--- src/rtl/pim_ctrl_seq.sv ---
// PIM sequencer: decodes peripheral-bus accesses into weight/activation/result strobes
// for the PIM macro and tracks row loading, activation loading and compute latency.
module pim_ctrl_seq #(
  parameter logic [31:0] BASE_ADDR = 32'h4000_0000,
  parameter int N_LANES  = 4,
  parameter int W_BEATS  = 16,
  parameter int WL_ROWS  = 288,
  parameter int A_BEATS  = 9,
  parameter int COMP_LAT = 6,
  parameter int R_BEATS  = 2,
  localparam int SEL_W  = (N_LANES > 1) ? $clog2(N_LANES) : 1,
  localparam int WL_W   = (WL_ROWS > 1) ? $clog2(WL_ROWS) : 1,
  localparam int MAX_WA = (W_BEATS > A_BEATS) ? W_BEATS : A_BEATS,
  localparam int MAX_CR = (COMP_LAT > R_BEATS) ? COMP_LAT : R_BEATS,
  localparam int CNT_W  = $clog2(((MAX_WA > MAX_CR) ? MAX_WA : MAX_CR) + 1)
) (
  input  logic             i_clk,
  input  logic             i_rst_n,
  input  logic             i_valid,
  input  logic             i_we,
  input  logic [31:0]      i_address,
  output logic             o_w_we,
  output logic [SEL_W-1:0] o_w_sel,
  output logic             o_w_commit,
  output logic [WL_W-1:0]  o_wl_addr,
  output logic             o_a_we,
  output logic [SEL_W-1:0] o_a_sel,
  output logic             o_compute_start,
  output logic             o_r_capture,
  output logic             o_r_re,
  output logic [CNT_W-1:0] o_r_idx,
  output logic             o_status_rd,
  output logic             o_busy,
  output logic             o_valid,
  output logic             o_err,
  output logic [CNT_W-1:0] o_beat_cnt
);

  typedef enum logic [1:0] {S_IDLE, S_WLOAD, S_ALOAD, S_COMP} state_t;

  localparam logic [CNT_W-1:0] W_LAST = CNT_W'(W_BEATS);
  localparam logic [CNT_W-1:0] A_LAST = CNT_W'(A_BEATS);
  localparam logic [CNT_W-1:0] C_LAST = CNT_W'(COMP_LAT);
  localparam logic [CNT_W-1:0] C_PRE  = CNT_W'(COMP_LAT - 1);
  localparam logic [CNT_W-1:0] R_LAST = CNT_W'(R_BEATS - 1);
  localparam logic [WL_W-1:0]  WL_TOP = WL_W'(WL_ROWS - 1);

  state_t           r_state;
  logic [CNT_W-1:0] r_cnt, r_ridx;
  logic [WL_W-1:0]  r_wl_addr;
  logic             r_commit, r_start, r_capture, r_status_rd, r_valid, r_err;

  logic [7:0]       w_off;
  logic [5:0]       w_lanes;
  logic [SEL_W-1:0] w_sel;
  logic             w_hit, w_lane_ok, w_wgt, w_act, w_stat, w_res, w_clr;
  logic             w_w_ok, w_a_ok, w_r_ok, w_err_set;
  logic [CNT_W-1:0] w_w_next, w_a_next;

  assign w_off     = i_address[7:0];
  assign w_lanes   = w_off[5:0];
  assign w_hit     = i_valid && (i_address[31:8] == BASE_ADDR[31:8]);
  // Lane must be a single bit and must land inside the configured lane count
  assign w_lane_ok = $onehot(w_lanes) && ((w_lanes >> N_LANES) == 6'd0);
  assign w_wgt     = w_hit &&  i_we && (w_off[7:6] == 2'b01);
  assign w_act     = w_hit &&  i_we && (w_off[7:6] == 2'b10);
  assign w_clr     = w_hit &&  i_we && (w_off == 8'h30);
  assign w_stat    = w_hit && !i_we && (w_off == 8'h10);
  assign w_res     = w_hit && !i_we && (w_off == 8'h20);

  always_comb begin
    w_sel = '0;
    for (int k = 0; k < N_LANES; k++)
      if (w_lanes[k]) w_sel = SEL_W'(k);
  end

  assign w_w_ok = w_wgt && w_lane_ok && (r_state == S_IDLE || r_state == S_WLOAD);
  assign w_a_ok = w_act && w_lane_ok && !r_valid && (r_state != S_COMP);
  assign w_r_ok = w_res && r_valid;

  // An activation landing mid-row is accepted but flags the discarded row
  assign w_err_set = ((w_wgt || w_act) && !w_lane_ok) ||
                     (w_wgt && w_lane_ok && !w_w_ok) ||
                     (w_act && w_lane_ok && !w_a_ok) ||
                     (w_a_ok && r_state == S_WLOAD) ||
                     (w_res && !r_valid);

  assign w_w_next = ((r_state == S_WLOAD) ? r_cnt : '0) + CNT_W'(1);
  assign w_a_next = ((r_state == S_ALOAD) ? r_cnt : '0) + CNT_W'(1);

  always_ff @(posedge i_clk or negedge i_rst_n) begin
    if (!i_rst_n) begin
      r_state     <= S_IDLE;
      r_cnt       <= '0;
      r_ridx      <= '0;
      r_wl_addr   <= '0;
      r_commit    <= 1'b0;
      r_start     <= 1'b0;
      r_capture   <= 1'b0;
      r_status_rd <= 1'b0;
      r_valid     <= 1'b0;
      r_err       <= 1'b0;
    end else begin
      r_commit    <= 1'b0;
      r_start     <= 1'b0;
      r_capture   <= 1'b0;
      r_status_rd <= w_stat;
      if (w_err_set) r_err <= 1'b1;
      // Row address advances after the commit cycle so the commit sees the old row
      if (r_commit) r_wl_addr <= (r_wl_addr == WL_TOP) ? '0 : r_wl_addr + WL_W'(1);
      if (w_clr) begin
        r_err     <= 1'b0;
        r_wl_addr <= '0;
      end
      if (w_r_ok) begin
        if (r_ridx == R_LAST) begin
          r_ridx  <= '0;
          r_valid <= 1'b0;
        end else begin
          r_ridx  <= r_ridx + CNT_W'(1);
        end
      end
      case (r_state)
        S_COMP: begin
          if (r_cnt == C_LAST) begin
            r_cnt   <= '0;
            r_state <= S_IDLE;
            r_valid <= 1'b1;
          end else begin
            r_cnt <= r_cnt + CNT_W'(1);
            if (r_cnt == C_PRE) r_capture <= 1'b1;
          end
        end
        default: begin
          if (w_w_ok) begin
            if (w_w_next == W_LAST) begin
              r_commit <= 1'b1;
              r_cnt    <= '0;
              r_state  <= S_IDLE;
            end else begin
              r_cnt    <= w_w_next;
              r_state  <= S_WLOAD;
            end
          end else if (w_a_ok) begin
            if (w_a_next == A_LAST) begin
              r_start  <= 1'b1;
              r_cnt    <= '0;
              r_state  <= S_COMP;
            end else begin
              r_cnt    <= w_a_next;
              r_state  <= S_ALOAD;
            end
          end
        end
      endcase
    end
  end

  assign o_w_we          = w_w_ok;
  assign o_w_sel         = w_w_ok ? w_sel : '0;
  assign o_a_we          = w_a_ok;
  assign o_a_sel         = w_a_ok ? w_sel : '0;
  assign o_r_re          = w_r_ok;
  assign o_r_idx         = w_r_ok ? r_ridx : '0;
  assign o_w_commit      = r_commit;
  assign o_wl_addr       = r_wl_addr;
  assign o_compute_start = r_start;
  assign o_r_capture     = r_capture;
  assign o_status_rd     = r_status_rd;
  assign o_busy          = (r_state != S_IDLE);
  assign o_valid         = r_valid;
  assign o_err           = r_err;
  assign o_beat_cnt      = r_cnt;

endmodule

--- config.mk ---
export PLATFORM = sky130hd
export DESIGN_NAME = pim_ctrl_seq
export DESIGN_NICKNAME = d
export VERILOG_FILES = /design/src/rtl/pim_ctrl_seq.sv
export SDC_FILE = /design/constraint.sdc
export NUM_CORES = 1
export LEC_CHECK = 0
export ABC_AREA = 0
export CAP_MARGIN = 20
export CORE_ASPECT_RATIO = 0.9
export CORE_MARGIN = 3
export CORE_UTILIZATION = 40
export DETAILED_ROUTE_END_ITERATION = 6
export GPL_TIMING_DRIVEN = 0
export HOLD_SLACK_MARGIN = 0.1
export MAX_ROUTING_LAYER = met4
export PLACE_DENSITY = 0.73
export SYNTH_ARGS = -nofsm -noshare
export SYNTH_HDL_FRONTEND = slang
export SYNTH_SLANG_ARGS = --single-unit
--- constraint.sdc ---
create_clock -name i_clk -period 4.1 [get_ports i_clk]
set_clock_uncertainty 0.1 [all_clocks]
set_input_delay 0.41 -clock i_clk [delete_from_list [all_inputs] [get_ports i_clk]]
set_output_delay 0.41 -clock i_clk [all_outputs]
set_load 0.02 [all_outputs]
Word-level counts from Yosys, hierarchy flattened
Cells that the tools add are included.
{ "word_totals": {"reg_bits": 27, "output_inout_bits": 33, "input_bits": 36, "elab_cells": 116} }
{ "op_classes": {"add_sub_neg": 10, "n_reduce_logical": 38, "n_mux": 40, "eq_ne": 18} }
{ "op_table": {"columns": ["operator", "n"], "rows": [
  ["$mux 5", 10],
  ["$mux 9", 3],
  ["$eq 24x23->1 const B", 1],
  ["$add 5x1->5 const B", 4],
  ["$logic_and 1x1->1", 20],
  ["$mux 1", 19],
  ["$eq 8x6->1 const B", 2],
  ["$mux 2", 8],
  ["$eq 5x3->1 const B", 2],
  ["$add 9x1->9 const B", 1],
  ["$eq 9x9->1 const B", 1],
  ["$eq 8x5->1 const B", 1],
  ["$add 1x1->2", 3],
  ["$eq 2x2->1 const B", 3],
  ["$logic_not 6->1", 1],
  ["$logic_or 1x1->1", 6],
  ["$reduce_bool 2->1", 3],
  ["$eq 5x1->1 const B", 1],
  ["$eq 5x4->1 const B", 1],
  ["$eq 5x5->1 const B", 1],
  ["$logic_not 1->1", 5],
  ["$eq 2x1->1 const B", 2],
  ["$ne 2x2->1 const B", 2],
  ["$add 2x2->3", 1],
  ["5 further kinds", 5]
]} }

Longest topological paths before layout
Gate-level depths: netlist (run 1).
{ "logic_depth": {"word_depth": 15, "depth_mapped": 13, "mapped_depth_nobuf": 12} }

Least setup slack after synthesis (run 1)
No wires, ideal clock.
{ "synth_timing": {"path_kind": "in2out", "start": "input port i_address[0]", "end": "output port o_w_sel[0]", "t_required_ns": 3.590, "arrival_ns": 3.352, "path_slack_ns": 0.238, "path_buffers": 1, "cell_stages": 11, "cell_sequence": "inv_1 -> fa_1 -> fa_1 -> inv_1 -> ha_1 -> fa_1 -> nor4_2 -> nand4_1 -> or3_1 -> buf_6 -> nor2_1"} }
{ "synth_between": {"elab_chain_len": 8} }
{ "synth_rtl": {"columns": ["item", "line_no", "source"], "rows": [
  ["start: declaration", "21", "input logic [31:0] i_address,"],
  ["$add 1x1->2 (implied by the code)", "64", "assign w_lane_ok = $onehot(w_lanes) && ((w_lanes >> N_LANES) == 6'd0);"],
  ["$add 2x2->3 (implied by the code)", "64", null],
  ["$add 3x2->3 (implied by the code)", "64", null],
  ["$eq 3x1->1", "64", null],
  ["$logic_and 1x1->1", "64", null],
  ["$logic_and 1x1->1 (2 in a row)", "77", "assign w_w_ok = w_wgt && w_lane_ok && (r_state == S_IDLE || r_state == S_WLOAD);"],
  ["$mux 2", "160", "assign o_w_sel = w_w_ok ? w_sel : '0;"],
  ["end: declaration", "23", "output logic [SEL_W-1:0] o_w_sel,"]
]} }
Every way passes these cells.

Worst setup path after layout (run 1)
{ "layout_timing": {"start": "input port i_address[0]", "end": "output port o_w_sel[1]"} }
The elaborated chain is that of the path after synthesis.

==> metrics.cfg, run 1 <==
[run_status]
status=completed

[logic_synthesis]
synth_area_leader_cell=dfrtp_1
synth_top_area_frac=0.317
ys_seq_area_frac=0.317
synth-seq-cells=27
muxShareOfSynthArea=0.0299
syn-num-nets=304
synth_most_common_cell=dfrtp_1
syn_area_per_cell_um2=8.39
synthArstFlopShare=1.00
synth_edf_count=0
synth_top_family_by_area=simple AND/OR/NAND/NOR gates
synth-xor-area-share=0.0370
netlist_area_um2=2130
yosys_warnings=0
synth_compound_area_frac=0.119
syn_inst=254
synth_cell_types=49
synthTopCellsByCount=dfrtp_1, nor2_1, nand2_1, inv_1
synthAdderAreaFrac=0.0928
synthTopCellsByArea=dfrtp_1, ha_1, nor2_1
synth-simple-area-share=0.349
ys.flop_type=dfrtp_1

[setup_path]
cp_slowest_stage_delay_ns=0.51
endpoint_kind=output port
crit_family=adder cells
path_cells=dlygate4sd2_1 > inv_2 > fa_1 > fa_1 > inv_2 > ha_2 > fa_2 > nor4_4 > nand4_1 > or3_4 > nor2_2 > buf_4
arrival_ns=3.48
crit_buf_inv=4
path_class=input pin to output port
cp_slowest_cell=fa_1
cp-start-kind=input pin
cp_data_required_time_ns=3.59
reg2reg_slack_ns=1.61
crit_fanout=4

[timing]
hold_violations=0
finalMaxSlewViolations=0
worst_slew_margin_rel=0.465
whs_ns=0.402
worst_pin_slew_ns=0.800
fmax_mhz=251
finalWorstPathRequiredPeriod_ns=3.99
fin_crit_sh=0.973
setup_violations=0

[clocking]
numCtsBuffers=3
clockBufferDepth=2
clk_latency_ns=0.28
tritoncts=yes
htreeDepth=1
cts-root-buf=clkbuf_8
clkTransAtPathRegs_ns=0.10
clock_sinks=27

[drt]
firstDrtPassIters=4
via_per_inst=5.48
ant_nets=0
drc_errors=0
wl_per_cell_um=14.7
wirelength_mm=5.84
route.vias.total=2169
drt_iter0_markers=104

[global_route]
grt_pass1_wl_mm=9.68
antenna_found_initial=0
grt_pass1_vias=2069
grt_max_degree=17
grt-ovfl-total=0
grtUsageTotal=0.194

[die]
die_x_um=82.9
dieArea_um2=6240
initial_core_util=0.427
die_h_um=75.2
io_pins=69
rows=24
design.core.area_um2=4980

[finish]
final_nets=382
n_antenna_cell=0
fillerInstances=479
fin_util=0.604
area_growth_pct=41.2
drive_above_1_share=0.142

[placement]
dp_hpwl_mm=4.51
io_buffers=68
gp_congestion=0.890

[hold_path]
hp-class=flip-flop to flip-flop

[power_and_ir_drop]
powerDensity_nw_per_um2=172
ir_worst_vdd_mv=0.151
power.leakage_uw=0.00125

[run]
drv_cap=0

layout make-up:
type / count / area [um2] / area share
Tap cell: 65 / 81.3 / 0.0270
Inverter: 18 / 70.1 / 0.0233
Clock inverter: 1 / 7.51 / 0.00249
Multi-Input combinational cell: 198 / 1380 / 0.459
Sequential cell: 27 / 676 / 0.225
Timing Repair Buffer: 74 / 713 / 0.237
Buffer: 10 / 38.8 / 0.0129
Clock buffer: 3 / 41.3 / 0.0137
metal layers:
metal | part of all wire | track usage | wire, um
met1 | 0.44 | 0.242 | 2600
met2 | 0.50 | 0.336 | 2910
met3 | 0.047 | 0.0317 | 272
met4 | 0.011 | 0.0436 | 65
met5 | 0 | - | 0
cell families after synthesis:
family | after synthesis
buffers and inverters | 29
AO/OA/AOI/OAI | 40
adder cells (fa/ha/maj) | 14
multiplexers | 6
flip-flops | 27
AND/OR/NAND/NOR | 129
XOR/XNOR | 9
registers in the layout, indices dropped and copies added (netlist names):
register         count
o_wl_addr            9
o_beat_cnt           5
r_ridx               5
r_state              2
o_compute_start      1
o_err                1
o_r_capture          1
o_status_rd          1
o_valid              1
o_w_commit           1
metrics by stage:
stage          instance area (um2)  instances  setup WS, ns  power (uW)  setup TNS [ns]
6_report                      3010        396         0.111         517               0
5_1_grt                       3010        396       -0.0190         539         -0.0190
3_3_place_gp                  2890        387        -0.824         345           -6.61
2_1_floorplan                 2130        254         0.238         299               0
3_5_place_dp                  2910        388        -0.901         350           -7.52
4_1_cts                       3020        396      0.000315         517               0
power breakdown:
part	internal, uW	leakage [uW]	switching (uW)	total [uW]
combinational	50.2	0.000915	39.2	89.4
clock	69.1	0.0000217	92.3	161
sequential	266	0.000315	0.0000415	266
worst paths after layout:
path / cells after the start / startpoint / to
worst max-delay path: 12 / i_address[0] / o_w_sel[1]
worst min-delay path: 1 / r_ridx[4]$_DFFE_PN0P_ / r_ridx[4]$_DFFE_PN0P_
worst max register to register: 10 / r_state[0]$_DFFE_PN0P_ / r_state[0]$_DFFE_PN0P_
worst min register to register: 1 / r_ridx[4]$_DFFE_PN0P_ / r_ridx[4]$_DFFE_PN0P_
max in group asynchronous: 2 / i_rst_n / o_wl_addr[6]$_DFFE_PN0P_
min in group asynchronous: 1 / i_rst_n / o_wl_addr[1]$_DFFE_PN0P_
what timing repair did:
item,in CTS,in global routing
buffers inserted,5,0
pin swaps,8,7
hold buffers,0,0
gates resized for setup,39,10
endpoints found under the setup margin,11,6
cells in the final DEF (no fill, tap or decap), types with 6 or more instances in the layout:
cell / netlist / layout
a21oi_1: 8 / 8
nor2_1: 24 / 22
clkdlybuf4s50_1: 0 / 58
and3_1: 11 / 11
clkbuf_1: 9 / 9
nand2_1: 23 / 23
dfrtp_1: 27 / 27
buf_4: 0 / 6
nor3_1: 8 / 7
o21ai_0: 11 / 11
nand3_1: 11 / 9
nand4_1: 6 / 6
ha_1: 11 / 10
inv_1: 17 / 13
nor4_1: 7 / 7
No activity file was read; power rests on OpenSTA's default activity.
==> run 2, diff against run 1 <==
Settings changed: CTS_BUF_LIST set to sky130_fd_sc_hd__clkbuf_8 sky130_fd_sc_hd__clkbuf_16.
==> results of run 2 <==
Final layout, timing and power as in run 1 (identical DEF).
==> run 3, diff against run 2 <==
Settings changed: RECOVER_POWER set to 100.
==> metrics.cfg, run 3 (synthesis results as in run 1) <==
[run_status]
status=completed

[global_route]
use_met3=0.0317
grt_max_degree=17
grtUsageTotal=0.194
grt-ovfl-total=0
grt_most_used_layer=met2
global_route.usage.met1=0.242
grt_pass1_vias=2069
antenna_found_initial=0
grt_pass1_wl_mm=9.68
gr-usage-met2=0.336

[clocking]
postCtsHoldBufs=0
numCtsBuffers=3
clock_sinks=27
htreeDepth=1
clkTransAtPathRegs_ns=0.10
cts-root-buf=clkbuf_8
clk_latency_ns=0.28
clockBufferDepth=2
tritoncts=yes

[timing]
setup_ws_ns=0.112
finalWorstPathRequiredPeriod_ns=3.99
fin_crit_sh=0.973
setup_violations=0
whs_ns=0.399
hold_violations=0
fmax_mhz=251
finalMaxSlewViolations=0
worst_slew_margin_rel=0.295
worst_pin_slew_ns=1.05
finalSetupTns_ns=0

[setup_path]
endpoint_kind=output port
reg2reg_slack_ns=1.61
path_class=input pin to output port
crit_family=adder cells
r2r-start=r_state[0]$_DFFE_PN0P_
crit_fanout=4
crit_buf_inv=4
cp_slowest_stage_delay_ns=0.51
arrival_ns=3.48
path_cells=dlygate4sd2_1 > inv_2 > fa_1 > fa_1 > inv_2 > ha_2 > fa_2 > nor4_4 > nand4_1 > or3_4 > nor2_2 > buf_4
ff2ff_path_depth=10
crit-reg2reg-capture=r_state[0]$_DFFE_PN0P_
cp_data_required_time_ns=3.59
cp_slowest_cell=fa_1
cp-start-kind=input pin

[finish]
area_growth_pct=40.5
n_antenna_cell=0
drive_above_1_share=0.136
layout_commonest_cell=clkdlybuf4s50_1
mostFrequentLayoutCells=clkdlybuf4s50_1, dfrtp_1, nand2_1, dlygate4sd3_1, nor2_1
largest_reg_flops=9
stdcell_count=396
fillerInstances=480
final_nets=382

[placement]
dp_hpwl_mm=4.51
dp_slack_ns=-0.901
gp_congestion=0.890
io_buffers=68
dp_cells=388

[power_and_ir_drop]
power.leakage_uw=0.00125
power_uw=516
ir_worst_vdd_mv=0.151
powerDensity_nw_per_um2=172

[drt]
firstDrtPassIters=4
wirelength_mm=5.83
via_per_inst=5.51
wl_per_cell_um=14.7
drt_iter0_markers=132
route.vias.total=2180
ant_nets=0
drc_errors=0

[die]
initial_core_util=0.427
rows=24
dieArea_um2=6240
design.core.area_um2=4980
die_h_um=75.2
io_pins=69
die_x_um=82.9

[hold_path]
hold_path_end=o_status_rd$_DFF_PN0_
min_from=i_address[3]
min_path_cells=5
hp-class=input pin to flip-flop

[run]
drv_cap=0

## run 3: changes by cell type in the layout (fill, tap and decap cells not counted)
| cell | previous run | this run |
|---|---|---|
| nor3_1 | 7 | 8 |
| and2_1 | 5 | 4 |
| nor3_2 | 2 | 1 |
| clkbuf_1 | 9 | 10 |
| buf_8 | 1 | 0 |
| dlygate4sd3_1 | 0 | 23 |
| clkdlybuf4s50_1 | 58 | 35 |
| and2_0 | 0 | 1 |
## run 3: routing by layer
metal	wire (um)	up-vias
met5	0	-
met1	2590	1043
met3	258	8
li1	-	1063
met2	2910	66
met4	68	0
## run 3: worst max path at each step
stage / start / to / slack [ns] / depth (start not counted)
floorplan: i_address[0] / o_w_sel[0] / 0.24 / 11
global placement: i_address[3] / o_w_we / -0.82 / 13
detailed placement: i_address[3] / o_w_sel[0] / -0.90 / 13
CTS: i_address[3] / o_w_sel[1] / 0.0003 / 12
global route: i_address[0] / o_w_sel[1] / -0.02 / 12
finish: i_address[0] / o_w_sel[1] / 0.11 / 12
## run 3: through the flow
stage                util  cell area [um2]
floorplan               -             2130
global placement    0.580             2890
detailed placement  0.583             2910
CTS                 0.605             3020
global route        0.600             2990
finish              0.600             2990
## run 3: worst min-delay path: stages
cell      delay, ns
clkbuf_2       0.11
nor4_1         0.06
nand2_1        0.05
or4_1          0.09
nor2_1         0.03
## run 3: final cells by class
class	instances	area, um2	area share
Clock buffer	3	41.3	0.0138
Tap cell	65	81.3	0.0272
Multi-Input combinational cell	198	1380	0.460
Inverter	18	70.1	0.0234
Clock inverter	1	7.51	0.00251
Buffer	10	38.8	0.0130
Sequential cell	27	676	0.226
Timing Repair Buffer	74	702	0.235
## run 3: power breakdown
group	switching [uW]	internal (uW)	leakage (uW)
combinational	38.9	48.7	0.000911
clock	93.1	69.1	0.0000217
sequential	0.0000407	266	0.000315
## run 3: timing repair
item,in CTS,in global routing
buffers inserted,5,0
gates resized for setup,39,10
pin swaps,8,7
endpoints found under the setup margin,11,6
cloned,0,0
